File: config.mk
export PLATFORM = sky130hd
export DESIGN_NAME = nibble_serial_adder
export DESIGN_NICKNAME = d
export VERILOG_FILES = /design/src/rtl/nibble_serial_adder.sv
export SDC_FILE = /design/constraint.sdc
export NUM_CORES = 1
export LEC_CHECK = 0
export ABC_AREA = 1
export BUFFER_PORTS_ARGS = -buffer_cell sky130_fd_sc_hd__buf_2
export CORE_MARGIN = 2
export CORE_UTILIZATION = 40
export DETAILED_ROUTE_END_ITERATION = 6
export GPL_TIMING_DRIVEN = 0
export PLACE_DENSITY_LB_ADDON = 0.08
export REMOVE_ABC_BUFFERS = 1
export SLEW_MARGIN = 20
export SYNTH_ARGS = -nofsm -noshare
export SYNTH_HDL_FRONTEND = slang
export SYNTH_SLANG_ARGS = --single-unit
export TNS_END_PERCENT = 30
File: constraint.sdc
create_clock -name clk -period 2.7 [get_ports clk]
set_clock_uncertainty 0.2 [all_clocks]
set_input_delay 0.54 -clock clk [delete_from_list [all_inputs] [get_ports clk]]
set_output_delay 0.54 -clock clk [all_outputs]
set_load 0.03 [all_outputs]
File: src/rtl/nibble_serial_adder.sv
// Multi-cycle WIDTH-bit adder that time-shares one external 4-bit slice, LSB nibble first.
// Optional macro SUBTRACT_EN adds a 'sub' input selecting a - b.
`timescale 1ns/1ps

module nibble_serial_adder #(
  parameter int unsigned WIDTH = 32
) (
  input  logic             clk,
  input  logic             rst_n,
  input  logic             start,
  input  logic [WIDTH-1:0] a,
  input  logic [WIDTH-1:0] b,
  input  logic             cin,
`ifdef SUBTRACT_EN
  input  logic             sub,
`endif
  output logic             ready,
  output logic             busy,
  output logic             done,
  output logic [WIDTH-1:0] result,
  output logic             cout,
  output logic             ovf,
  output logic [3:0]       nib_a,
  output logic [3:0]       nib_b,
  output logic             nib_cin,
  input  logic [3:0]       nib_sum,
  input  logic             nib_cout
);

  localparam int unsigned NIBBLES = WIDTH / 4;
  localparam int unsigned IDX_W   = (NIBBLES > 1) ? $clog2(NIBBLES) : 1;
  localparam logic [IDX_W-1:0] LAST_IDX = IDX_W'(NIBBLES - 1);

  typedef enum logic [1:0] {
    StIdle,
    StRun,
    StDone
  } state_e;

  state_e             r_state;
  state_e             w_state_next;
  logic [IDX_W-1:0]   r_idx;
  logic               r_carry;
  logic               r_cin;
  logic [WIDTH-1:0]   r_a;
  logic [WIDTH-1:0]   r_b;
  logic [WIDTH-1:0]   r_result;
  logic               r_cout;
  logic               r_ovf;

  logic               w_accept;
  logic               w_last;
  logic [IDX_W+1:0]   w_bit_base;
  logic [WIDTH-1:0]   w_b_eff;
  logic               w_cin_eff;
  logic               w_ovf_next;

  // Operand B and carry-in as seen by the slice; subtract is a + ~b + 1.
`ifdef SUBTRACT_EN
  assign w_b_eff   = sub ? ~b : b;
  assign w_cin_eff = sub ? 1'b1 : cin;
`else
  assign w_b_eff   = b;
  assign w_cin_eff = cin;
`endif

  assign ready    = (r_state == StIdle) || (r_state == StDone);
  assign busy     = (r_state == StRun);
  assign done     = (r_state == StDone);
  assign result   = r_result;
  assign cout     = r_cout;
  assign ovf      = r_ovf;

  assign w_accept   = start & ready;
  assign w_last     = (r_state == StRun) && (r_idx == LAST_IDX);
  assign w_bit_base = {r_idx, 2'b00};

  assign nib_a   = r_a[w_bit_base +: 4];
  assign nib_b   = r_b[w_bit_base +: 4];
  assign nib_cin = (r_idx == '0) ? r_cin : r_carry;

  // Carry into the MSB is recovered from the top slice's bit-3 sum.
  assign w_ovf_next = nib_cout ^ (nib_sum[3] ^ nib_a[3] ^ nib_b[3]);

  always_ff @(posedge clk or negedge rst_n) begin
    if (!rst_n) begin
      r_state <= StIdle;
    end else begin
      r_state <= w_state_next;
    end
  end

  always_comb begin
    w_state_next = r_state;
    unique case (r_state)
      StIdle:  if (w_accept) w_state_next = StRun;
      StRun:   if (r_idx == LAST_IDX) w_state_next = StDone;
      StDone:  w_state_next = w_accept ? StRun : StIdle;
      default: w_state_next = StIdle;
    endcase
  end

  always_ff @(posedge clk or negedge rst_n) begin
    if (!rst_n) begin
      r_idx    <= '0;
      r_carry  <= 1'b0;
      r_cin    <= 1'b0;
      r_a      <= '0;
      r_b      <= '0;
      r_result <= '0;
      r_cout   <= 1'b0;
      r_ovf    <= 1'b0;
    end else if (w_accept) begin
      r_idx    <= '0;
      r_carry  <= w_cin_eff;
      r_cin    <= w_cin_eff;
      r_a      <= a;
      r_b      <= w_b_eff;
      r_result <= '0;
      r_cout   <= 1'b0;
      r_ovf    <= 1'b0;
    end else if (r_state == StRun) begin
      r_result[w_bit_base +: 4] <= nib_sum;
      r_carry                   <= nib_cout;
      if (w_last) begin
        r_idx  <= '0;
        r_cout <= nib_cout;
        r_ovf  <= w_ovf_next;
      end else begin
        r_idx <= r_idx + IDX_W'(1);
      end
    end
  end

endmodule
* After elaboration in Yosys (flattened, before gate mapping)
Index checks and enable logic that the tools add are counted.
** Storage, ports and cells
- Flip-flop bits (word level) :: 105
** Cells by class
- Add/subtract/negate cells :: 2
- Equal/unequal tests :: 5
- Shift operators :: 4
- Mux-type cells :: 19
- Bitwise operators :: 4
- Reductions and logical operators :: 8
** Operator list (number)
- two-way mux 32 bit :: 2
- variable part select 32 x 6 -> 4 bit :: 2
- bitwise mux 32 bit :: 1
- variable shift 4 x 7 -> 32 bit, first input constant :: 1
- variable part select 4 x 7 -> 32 bit :: 1
- two-way mux 1 bit :: 10
- two-way mux 3 bit :: 3
- negator 5 -> 7 bit :: 1
- case mux 2 bit (3 select lines) :: 1
- two-way mux 2 bit :: 2
- AND reduction 2 bit :: 2
- nonzero test 2 bit :: 2
- adder 3 x 1 -> 3 bit, second input constant :: 1
- == test 3 bit, second input constant :: 1
- zero test 3 bit :: 1
- XOR 1 bit :: 3
- == test 2 x 1 -> 1 bit, second input constant :: 1
- == test 2 bit, second input constant :: 1
- zero test 2 bit :: 1
- inequality test 2 x 1 -> 1 bit, second input constant :: 1
- inequality test 2 bit, second input constant :: 1
- AND 1 bit :: 1
- logical AND 1 bit :: 1
- logical OR 1 bit :: 1

* Longest topological paths before layout
Gate-level depths: netlist of run 1.
- Depth in word-level cells :: 7
- Mapped depth :: 13
- Mapped depth without buffers :: 11

* Least setup slack after synthesis of run 1
No wires, ideal clock.
- Kind :: reg-to-output
- Start point :: register r_idx[0]
- End point :: output nib_cin
- Arrival :: 2.188 ns
- Data required time :: 1.960 ns
- Setup slack :: -0.228 ns
- Stages on the path, launching flop included :: 10
- Buffers on the path :: 4
- Path through :: dfrtp_1 buf_4 inv_2 buf_6 buf_2 ha_1 ha_1 buf_2 inv_1 o21ai_0
** Between the ends
- Cells in the longest elaborated chain, start to end :: 2
** RTL lines
- start: declaration :: line 42 : logic [IDX_W-1:0] r_idx;
- start signal: assignment :: line 130 : r_idx <= r_idx + IDX_W'(1);
- zero test 3 bit :: line 80 : assign nib_cin = (r_idx == '0) ? r_cin : r_carry;
- two-way mux 1 bit :: line 80
- end: declaration :: line 25 : output logic nib_cin,
Every way passes these cells.

* Final worst setup path of run 1
Ends and elaborated chain as after synthesis.

==> impl_metrics.py, run 1 <==
metrics = {
    "sta": {
        "post-route-period-util": 0.9599,
        "maxSlewViolCount": 0,
        "holdWs_ps": 181.8,
        "hold_viol_final": 0,
        "worst_slew_pin_slew_ps": 768.2,
        "max_freq_mhz": 385.8,
        "finalCriticalPeriod_ps": 2592,
        "maxSlewHeadroom": 0.4878,
        "grt_setup_unrepaired": "no",
        "finalSetupViolCount": 0,
    },
    "detailed_routing": {
        "dr.first_iter.drc_count": 232,
        "wl_um": 12780,
        "final_antenna_net_count": 0,
        "avgViaCountPerCell": 4.813,
        "vias": 4351,
        "drt_first_pass_iters": 4,
        "post_drt_wl_per_cell_um": 14.14,
        "route.detailed.drc": 0,
    },
    "critical_path": {
        "crit_end": "nib_cin",
        "path_max_fanout": 14,
        "cp-end-kind": "output pin",
        "worstPathCellList": "buf_16 > inv_16 > ha_4 > ha_4 > clkinvlp_4 > o21ai_2 > buf_6",
        "slowest_stage": "dfrtp_4",
        "cp_slowest_stage_delay_ps": 510,
        "cp.required_ps": 1960,
        "path_delay_family": "buffers and inverters",
        "crit_top_cell": "ha_4",
        "rr_worst_depth": 9,
        "rrSetupSlack_ps": 360,
        "critPathBufInv": 4,
        "r2r-end": "result[30]$_DFFE_PN0P_",
        "start_kind": "register",
        "startpoint": "r_idx[0]$_DFFE_PN0P_",
        "crit_type": "register to output pin",
        "rr_startpoint": "r_idx[0]$_DFFE_PN0P_",
        "crit_cells": 7,
        "cp.arrival_ps": 1850,
    },
    "clock_tree": {
        "cts_tree": "done",
        "cts_max_level": 3,
        "path_clk_slew_ps": 70,
        "cts.sinks": 105,
        "cts_buffers": 9,
        "clk_latency_ps": 350,
        "clk_path_buf_depth": 2,
        "root_buffer": "clkbuf_16",
    },
    "die": {
        "fp.dieH_um": 115.3,
        "core_um2": 12060,
        "io_pins": 119,
        "rows": 40,
        "die-area_um2": 13290,
        "initial_core_util": 0.4108,
        "die_x_um": 115.3,
    },
    "job": {
        "cap_violations": 0,
    },
    "place": {
        "dpl.hpwl_um": 7973,
        "port_buffers": 118,
        "gp_congestion": 0.7697,
        "placed_area_um2": 5662,
        "place_inst": 873,
    },
    "global_routing": {
        "grt_usage": 0.2000,
        "grt_antenna_before_repair": 0,
        "use_met3": 0.03268,
        "grt.met2_usage": 0.3243,
        "grt-ovfl-total": 0,
        "grt_pass1_vias": 4214,
        "busiest_layer": "met2",
        "grtUsageMet1": 0.2762,
        "grt_pass1_wl_um": 20690,
        "grt_start_max_net_pins": 84,
    },
    "layout": {
        "num-nets-final": 811,
        "design_area_um2": 6180,
        "area_delta_synth_final_pct": 24.72,
        "final_common_cell": "nand2_1",
        "fin_cells": 904,
        "final_core_util": 0.5123,
        "antennaDiodeCount": 0,
        "fillers": 1222,
        "layout_common_cells": "nand2_1 (244), buf_2 (117), dfrtp_1 (102)",
        "drive_above_1_share": 0.2351,
    },
    "power": {
        "p_sw_frac": 0.4446,
        "p_int_mw": 4.278,
        "ir_drop_mv": 0.4613,
        "p_seq_frac": 0.330,
        "total_leakage_power_nw": 3.304,
        "clockPowerShare": 0.179,
        "p_comb_frac": 0.490,
        "p_sw_mw": 3.424,
        "powerDensity_nw_per_um2": 1246,
    },
    "status": {
        "status": "finished, final reports clean",
    },
    "logic_synthesis": {
        "ys_seq_elements": 105,
        "yosysWarningCount": 0,
        "synthesis.area_um2": 4955,
        "synth_area_per_cell_um2": 8.043,
        "ys_seq_area_frac": 0.5303,
        "ys_types": 30,
        "syn_inst": 616,
    },
    "hold_path": {
        "hold_path_class": "input port to register",
    },
}
[registers in the layout (all words and copies together), names as in the netlist]
register  flops
cout          1
ovf           1
r_a          32
r_b          32
r_carry       1
r_cin         1
r_idx         3
r_state       2
result       32
[kinds of logic (layout without fill, tap and decap cells)]
family | after synthesis | after routing | synth area share
flip-flops | 105 | 105 | 0.5303
buffers and inverters | 73 | 193 | 0.06869
adder cells (fa/ha/maj) | 7 | 7 | 0.01768
XOR/XNOR | 1 | 1 | 0.001768
AO/OA/AOI/OAI | 84 | 84 | 0.09470
AND/OR/NAND/NOR | 346 | 346 | 0.2869
[layout make-up]
cell class	count	area, um2	share of cell area
clock buffers	14	284.0	0.04596
clock inverters	2	35.03	0.005669
inverters	41	182.7	0.02956
multi-input cells	438	2021	0.3270
flip-flops and latches	105	2636	0.4266
well taps	168	210.2	0.03402
repair buffers	133	785.8	0.1272
repair inverters	3	25.02	0.004049
[worst reg2reg max path: stages (launching register included)]
cell and delay (ps):
dfrtp_4 450, buf_16 180, inv_16 70, ha_4 170
ha_1 370, inv_1 160, nand3_1 110, nor2_1 180
nor2_1 110, a22o_1 230
[synth_stat cells, drive strengths merged]
cell type  instances  share of area
nor2              43          0.037
nand2            246           0.19
dfrtp            105           0.53
xor2               1         0.0018
nand3             42          0.043
ha                 7          0.018
nor3               4         0.0040
inv               41          0.032
o31ai              2         0.0058
buf               30          0.036
clkbuf             2         0.0015
o22ai             12          0.015
o21ai             67          0.068
nor4               4         0.0050
nand4              7          0.010
a22o               2         0.0035
o32ai              1         0.0018
[power groups by stage]
stage / logic [mW] / registers, mW / clock network, mW
after global routing: 4.23 / 2.62 / 1.47
after floorplan: 2.13 / 2.79 / 0
after detailed placement: 3.37 / 2.64 / 0
final: 3.78 / 2.54 / 1.38
after global placement: 3.22 / 2.68 / 0
after CTS: 3.71 / 2.54 / 1.41
[through the flow]
stage	setup WS [ps]	total power [mW]	setup TNS, ps
floorplan	-636.0	4.926	-6129
global placement	-1546	5.895	-137760
detailed placement	-802.6	6.006	-17670
CTS	11.41	7.670	0
global route	17.67	8.322	0
finish	108.2	7.702	0
[how the worst min path moves through the flow]
stage	slack (ps)	cells past startpoint	endpoint	startpoint
2_1_floorplan	40	0	cout$_DFFE_PN0P_	rst_n
3_3_place_gp	260	2	r_a[10]$_DFFE_PN0P_	r_a[10]$_DFFE_PN0P_
3_5_place_dp	260	2	r_a[4]$_DFFE_PN0P_	r_a[4]$_DFFE_PN0P_
4_1_cts	170	3	r_b[18]$_DFFE_PN0P_	b[18]
5_1_grt	190	3	r_a[29]$_DFFE_PN0P_	a[29]
6_report	180	3	r_a[13]$_DFFE_PN0P_	a[13]
[layer usage]
| layer | vias to the layer above | part of all wire |
|---|---|---|
| li1 | 2202 | - |
| met1 | 2046 | 0.49 |
| met2 | 92 | 0.46 |
| met3 | 11 | 0.043 |
| met4 | 0 | 0.013 |
| met5 | - | 0 |
[what timing repair did]
action	in CTS	in global routing
setup endpoints to repair	42	5
hold buffers	1	0
pin swaps	0	1
setup buffers	8	2
resized for setup	19	1
hold endpoints to repair	42	0
gates cloned	3	1
(Power assumes the default switching activity.)
==> run 2: changes to the inputs <==
--- a/config.mk
+++ b/config.mk
@@ -8,7 +8,7 @@
 export ABC_AREA = 1
 export BUFFER_PORTS_ARGS = -buffer_cell sky130_fd_sc_hd__buf_2
 export CORE_MARGIN = 2
-export CORE_UTILIZATION = 40
+export CORE_UTILIZATION = 54
 export DETAILED_ROUTE_END_ITERATION = 6
 export GPL_TIMING_DRIVEN = 0
 export PLACE_DENSITY_LB_ADDON = 0.08
==> run 2 against run 1 <==
- die area shrank 25%
- setup slack lost 5.2 ps
- register-to-register slack lost 80 ps
- largest cell class unchanged
- via count grew 4.6%
- non-clock buffer count shrank 3
- utilization grew 16 points
- wire length shrank 2.5%
- global-route usage grew 6.1 points
- cell area shrank 4.2%
- hold slack lost 26 ps
==> impl_metrics.py, run 2 (same netlist as run 1, synthesis figures left out) <==
metrics = {
    "status": {
        "status": "finished, final reports clean",
    },
    "critical_path": {
        "worstPathCellList": "buf_8 > buf_6 > o21ai_0 > o22ai_1 > nand2_1 > nand2_1 > buf_2",
        "start_kind": "register",
        "cp-end-kind": "output pin",
        "crit_top_cell": "nand2_1",
        "slowest_stage": "dfrtp_4",
        "cp.arrival_ps": 1860,
        "path_max_fanout": 12,
        "cp_slowest_stage_delay_ps": 500,
        "cp.required_ps": 1960,
        "crit_type": "register to output pin",
    },
    "layout": {
        "fillers": 772,
        "final-seq-area_um2": 2636,
        "final_common_cell": "nand2_1",
        "antennaDiodeCount": 0,
        "design_area_um2": 5921,
        "num-nets-final": 807,
        "multiInputGateArea_um2": 2019,
        "layout_common_cells": "nand2_1 (244), buf_2 (115), dfrtp_1 (102)",
        "area_delta_synth_final_pct": 19.49,
        "drive_above_1_share": 0.2322,
    },
    "global_routing": {
        "grt_antenna_before_repair": 0,
        "grt_pass1_vias": 4334,
        "grt-ovfl-total": 0,
        "grt_pass1_wl_um": 20680,
        "grt_start_max_net_pins": 84,
        "grt_usage": 0.2611,
    },
    "detailed_routing": {
        "wl_um": 12460,
        "vias": 4550,
        "avgViaCountPerCell": 5.417,
        "drt_first_pass_iters": 7,
        "dr.first_iter.drc_count": 265,
        "post_drt_wl_per_cell_um": 14.83,
        "route.detailed.drc": 0,
        "final_antenna_net_count": 0,
    },
    "place": {
        "placed_area_um2": 5539,
        "gp_congestion": 0.7812,
        "port_buffers": 118,
        "dpl.hpwl_um": 7734,
    },
    "clock_tree": {
        "cts.sinks": 105,
        "clk_path_buf_depth": 2,
        "cts_max_level": 3,
        "path_clk_slew_ps": 100,
        "cts_buffers": 9,
        "cts_tree": "done",
        "clk_latency_ps": 360,
        "root_buffer": "clkbuf_8",
    },
    "die": {
        "initial_core_util": 0.5627,
        "core_um2": 8806,
        "rows": 34,
        "fp.dieH_um": 99.79,
        "die-area_um2": 9958,
        "die_x_um": 99.79,
        "io_pins": 119,
    },
    "hold_path": {
        "hold_path_class": "input port to register",
    },
    "sta": {
        "grt_setup_unrepaired": "no",
        "maxSlewViolCount": 0,
        "maxSlewHeadroom": 0.4775,
        "post-route-period-util": 0.9618,
        "finalCriticalPeriod_ps": 2597,
        "finalSetupViolCount": 0,
        "worst_slew_pin_slew_ps": 783.8,
        "hold_viol_final": 0,
        "max_freq_mhz": 385.1,
        "holdWs_ps": 155.4,
    },
    "power": {
        "total_leakage_power_nw": 3.208,
        "ir_drop_mv": 0.8100,
        "powerDensity_nw_per_um2": 1219,
    },
    "job": {
        "cap_violations": 0,
    },
}
## run 2: cell types whose count changed in the layout (fill, tap and decap cells not counted), moves of 2 or more
cell       change
clkbuf_16     -10
clkbuf_8       +7
buf_2          -2
clkinv_4       +2
## run 2: where the power goes
part | leakage [nW] | internal [mW] | switching, mW
combinational | 1.77 | 1.20 | 2.51
sequential | 1.35 | 2.20 | 0.367
clock | 0.0959 | 0.391 | 0.550
## run 2: worst paths after layout
kind	from	to	slack, ps	cells past startpoint
worst max-delay path	r_idx[0]$_DFFE_PN0P_	nib_b[1]	100	7
worst min-delay path	b[19]	r_b[19]$_DFFE_PN0P_	160	3
worst max register to register	r_state[0]$_DFFE_PN0P_	result[20]$_DFFE_PN0P_	280	6
worst min register to register	r_a[9]$_DFFE_PN0P_	r_a[9]$_DFFE_PN0P_	280	2
max in group asynchronous	rst_n	r_b[29]$_DFFE_PN0P_	1200	3
min in group asynchronous	rst_n	r_b[3]$_DFFE_PN0P_	450	2
## run 2: cell type report
class | count | share of cell area
repair inverters | 2 | 0.002747
clock inverters | 5 | 0.006551
inverters | 41 | 0.03001
multi-input cells | 438 | 0.3411
repair buffers | 130 | 0.1260
flip-flops and latches | 105 | 0.4453
well taps | 108 | 0.02282
clock buffers | 11 | 0.02557
## run 2: what timing repair did
action | 4_1_cts | 5_1_grt
endpoints found under the setup margin | 41 | 9
hold buffers | 1 | 0
gates resized for setup | 18 | 5
gates cloned | 2 | 0
setup buffers | 7 | 3
endpoints found under the hold margin | 46 | 0
## run 2: metrics by stage
stage          std cells  total power, mW  setup WS, ps    util  setup TNS [ps]
3_3_place_gp         810            5.818         -1370  0.6242         -107900
3_5_place_dp         811            5.934        -741.5  0.6290          -16280
5_1_grt              840            7.769         8.150  0.6724               0
4_1_cts              837            7.151         5.701  0.6679               0
2_1_floorplan        584            4.926        -636.0       -           -6129
6_report             840            7.216         103.1  0.6724               0
## run 2: per-layer routing
layer,wire [um],GRT usage
met2,5894,0.4252
met3,782,0.03691
met1,5525,0.3641
met5,0,0
met4,255,0.08957
## run 2: worst max-delay path, delay by kind of cell, from the launching register on
family          cells  cell delay, ps
buf+inv             3             570
flops               1             500
compound gates      2             260
simple gates        2             140
==> run 3: changes to the inputs <==
--- a/config.mk
+++ b/config.mk
@@ -7,8 +7,12 @@
 export LEC_CHECK = 0
 export ABC_AREA = 1
 export BUFFER_PORTS_ARGS = -buffer_cell sky130_fd_sc_hd__buf_2
+export CELL_PAD_IN_SITES_DETAIL_PLACEMENT = 1
+export CELL_PAD_IN_SITES_GLOBAL_PLACEMENT = 2
+export CORE_ASPECT_RATIO = 1.1
 export CORE_MARGIN = 2
-export CORE_UTILIZATION = 54
+export CORE_UTILIZATION = 31
+export CTS_BUF_LIST = sky130_fd_sc_hd__clkbuf_16
 export DETAILED_ROUTE_END_ITERATION = 6
 export GPL_TIMING_DRIVEN = 0
 export PLACE_DENSITY_LB_ADDON = 0.08
==> run 3 against run 2 <==
- critical path depth unchanged
- sequential cell count did not move
- via count shrank 2.4%
- utilization shrank 28 points
- global-route usage fell by 7.9 points
- first-iteration DRC count shrank 51%
- wire length up 19%
- final cell count rose by 11%
- critical path type unchanged
- critical endpoint is now nib_cin
==> impl_metrics.py, run 3 (same netlist as run 1, synthesis figures left out) <==
metrics = {
    "clock_tree": {
        "cts_buffers": 9,
        "path_clk_slew_ps": 70,
        "root_buffer": "clkbuf_16",
        "cts_max_level": 3,
        "clk_latency_ps": 350,
        "clk_path_buf_depth": 2,
        "cts_tree": "done",
        "cts.sinks": 105,
    },
    "power": {
        "powerDensity_nw_per_um2": 1237,
        "total_leakage_power_nw": 3.256,
        "ir_drop_mv": 0.4316,
    },
    "critical_path": {
        "rr_worst_depth": 9,
        "cp.required_ps": 1960,
        "rrSetupSlack_ps": 320,
        "path_max_fanout": 20,
        "start_kind": "register",
        "rr_startpoint": "r_idx[0]$_DFFE_PN0P_",
        "crit_type": "register to output pin",
        "cp.arrival_ps": 1900,
        "r2r-end": "result[29]$_DFFE_PN0P_",
        "cp-end-kind": "output pin",
    },
    "sta": {
        "maxSlewViolCount": 0,
        "holdWs_ps": 182.7,
        "hold_viol_final": 0,
        "worst_slew_pin_slew_ps": 599.5,
        "post-route-period-util": 0.9760,
        "maxSlewHeadroom": 0.6004,
        "finalCriticalPeriod_ps": 2635,
        "grt_setup_unrepaired": "yes",
        "max_freq_mhz": 379.5,
        "fin_tns_setup_ps": 0,
        "finalSetupViolCount": 0,
    },
    "place": {
        "port_buffers": 118,
        "dpl.hpwl_um": 9429,
        "gp_congestion": 0.6957,
    },
    "die": {
        "core_um2": 15680,
        "fp.dieH_um": 136.6,
        "die_x_um": 124.5,
        "die-area_um2": 17010,
        "initial_core_util": 0.3161,
        "rows": 48,
        "io_pins": 119,
    },
    "global_routing": {
        "grt_antenna_before_repair": 0,
        "grt-ovfl-total": 0,
        "grt_start_max_net_pins": 84,
        "grt_pass1_wl_um": 24560,
        "grt_usage": 0.1820,
        "grt_pass1_vias": 4717,
    },
    "detailed_routing": {
        "final_antenna_net_count": 0,
        "vias": 4442,
        "drt_first_pass_iters": 4,
        "route.detailed.drc": 0,
        "avgViaCountPerCell": 4.776,
        "wl_um": 14780,
        "dr.first_iter.drc_count": 131,
        "post_drt_wl_per_cell_um": 15.89,
    },
    "layout": {
        "antennaDiodeCount": 0,
        "final_common_cell": "nand2_1",
        "layout_common_cells": "nand2_1 (244), buf_2 (112), dfrtp_1 (102)",
        "drive_above_1_share": 0.2260,
        "area_delta_synth_final_pct": 23.86,
        "num-nets-final": 806,
    },
    "hold_path": {
        "min_from": "b[22]",
        "hold_path_end": "r_b[22]$_DFFE_PN0P_",
        "hold_depth": 3,
        "hold_path_class": "input port to register",
    },
    "status": {
        "status": "finished, final reports clean",
    },
    "job": {
        "cap_violations": 0,
    },
}
-- run 3: cell types whose count changed in the layout (fill, tap and decap cells not counted), sizes merged --
| cell | previous run | this run |
|---|---|---|
| buf | 128 | 124 |
| clkinv | 3 | 6 |
| inv | 42 | 40 |
| bufbuf | 0 | 1 |
-- run 3: per-stage QoR --
step	utilization	setup WS, ps	cells	power [mW]	area [um2]
after global routing	0.3915	-6.645	930	8.275	6137
after detailed placement	0.3633	-957.2	905	6.120	5694
after floorplan	-	-636.0	584	4.926	4771
after CTS	0.3902	56.43	930	7.660	6116
after global placement	0.3580	-1674	902	5.977	5612
final	0.3915	64.67	930	7.591	6137
-- run 3: final cells by class --
class | instances | area, um2
Fill cell | 1926 | 9538
Sequential cell | 105 | 2636
Multi-Input combinational cell | 438 | 2026
Timing Repair Buffer | 129 | 772.0
Tap cell | 200 | 250.2
Clock buffer | 9 | 225.2
Inverter | 41 | 185.2
Clock inverter | 6 | 26.28
Timing Repair inverter | 2 | 16.27
-- run 3: worst max-delay path, stage by stage (launching register included) --
cell and delay [ps]:
dfrtp_4 510, buf_12 180, inv_16 110, ha_4 150, ha_4 140, clkinvlp_4 120, o21ai_2 170, buf_6 150
-- run 3: worst max-delay path by stage --
stage | from | endpoint | slack [ps] | cells after the start
global placement | r_idx[0]$_DFFE_PN0P_ | nib_cin | -1670 | 7
detailed placement | r_idx[1]$_DFFE_PN0P_ | nib_cin | -960 | 7
floorplan | r_idx[0]$_DFFE_PN0P_ | nib_cin | -640 | 5
finish | r_idx[0]$_DFFE_PN0P_ | nib_cin | 60 | 7
global route | r_idx[1]$_DFFE_PN0P_ | nib_a[2] | -7 | 7
CTS | r_idx[0]$_DFFE_PN0P_ | nib_cin | 60 | 7
-- run 3: timing repair --
action / CTS / global route
pin swaps: 1 / 0
setup endpoints to repair: 42 / 23
buffers inserted: 6 / 0
hold buffers: 1 / 0
cloned: 3 / 0
gates resized for setup: 20 / 9
endpoints found under the hold margin: 42 / 0
-- run 3: layer usage --
layer,up-vias,track usage,part of all wire
met1,2141,0.2385,0.47
met5,-,0,0
met2,97,0.3087,0.48
met3,17,0.02658,0.035
met4,0,0.06617,0.018
li1,2187,-,-
-- run 3: power by group --
part | switching [mW] | internal, mW
Clock | 0.576 | 0.607
Combinational | 2.58 | 1.27
Sequential | 0.351 | 2.21
Total | 3.51 | 4.08
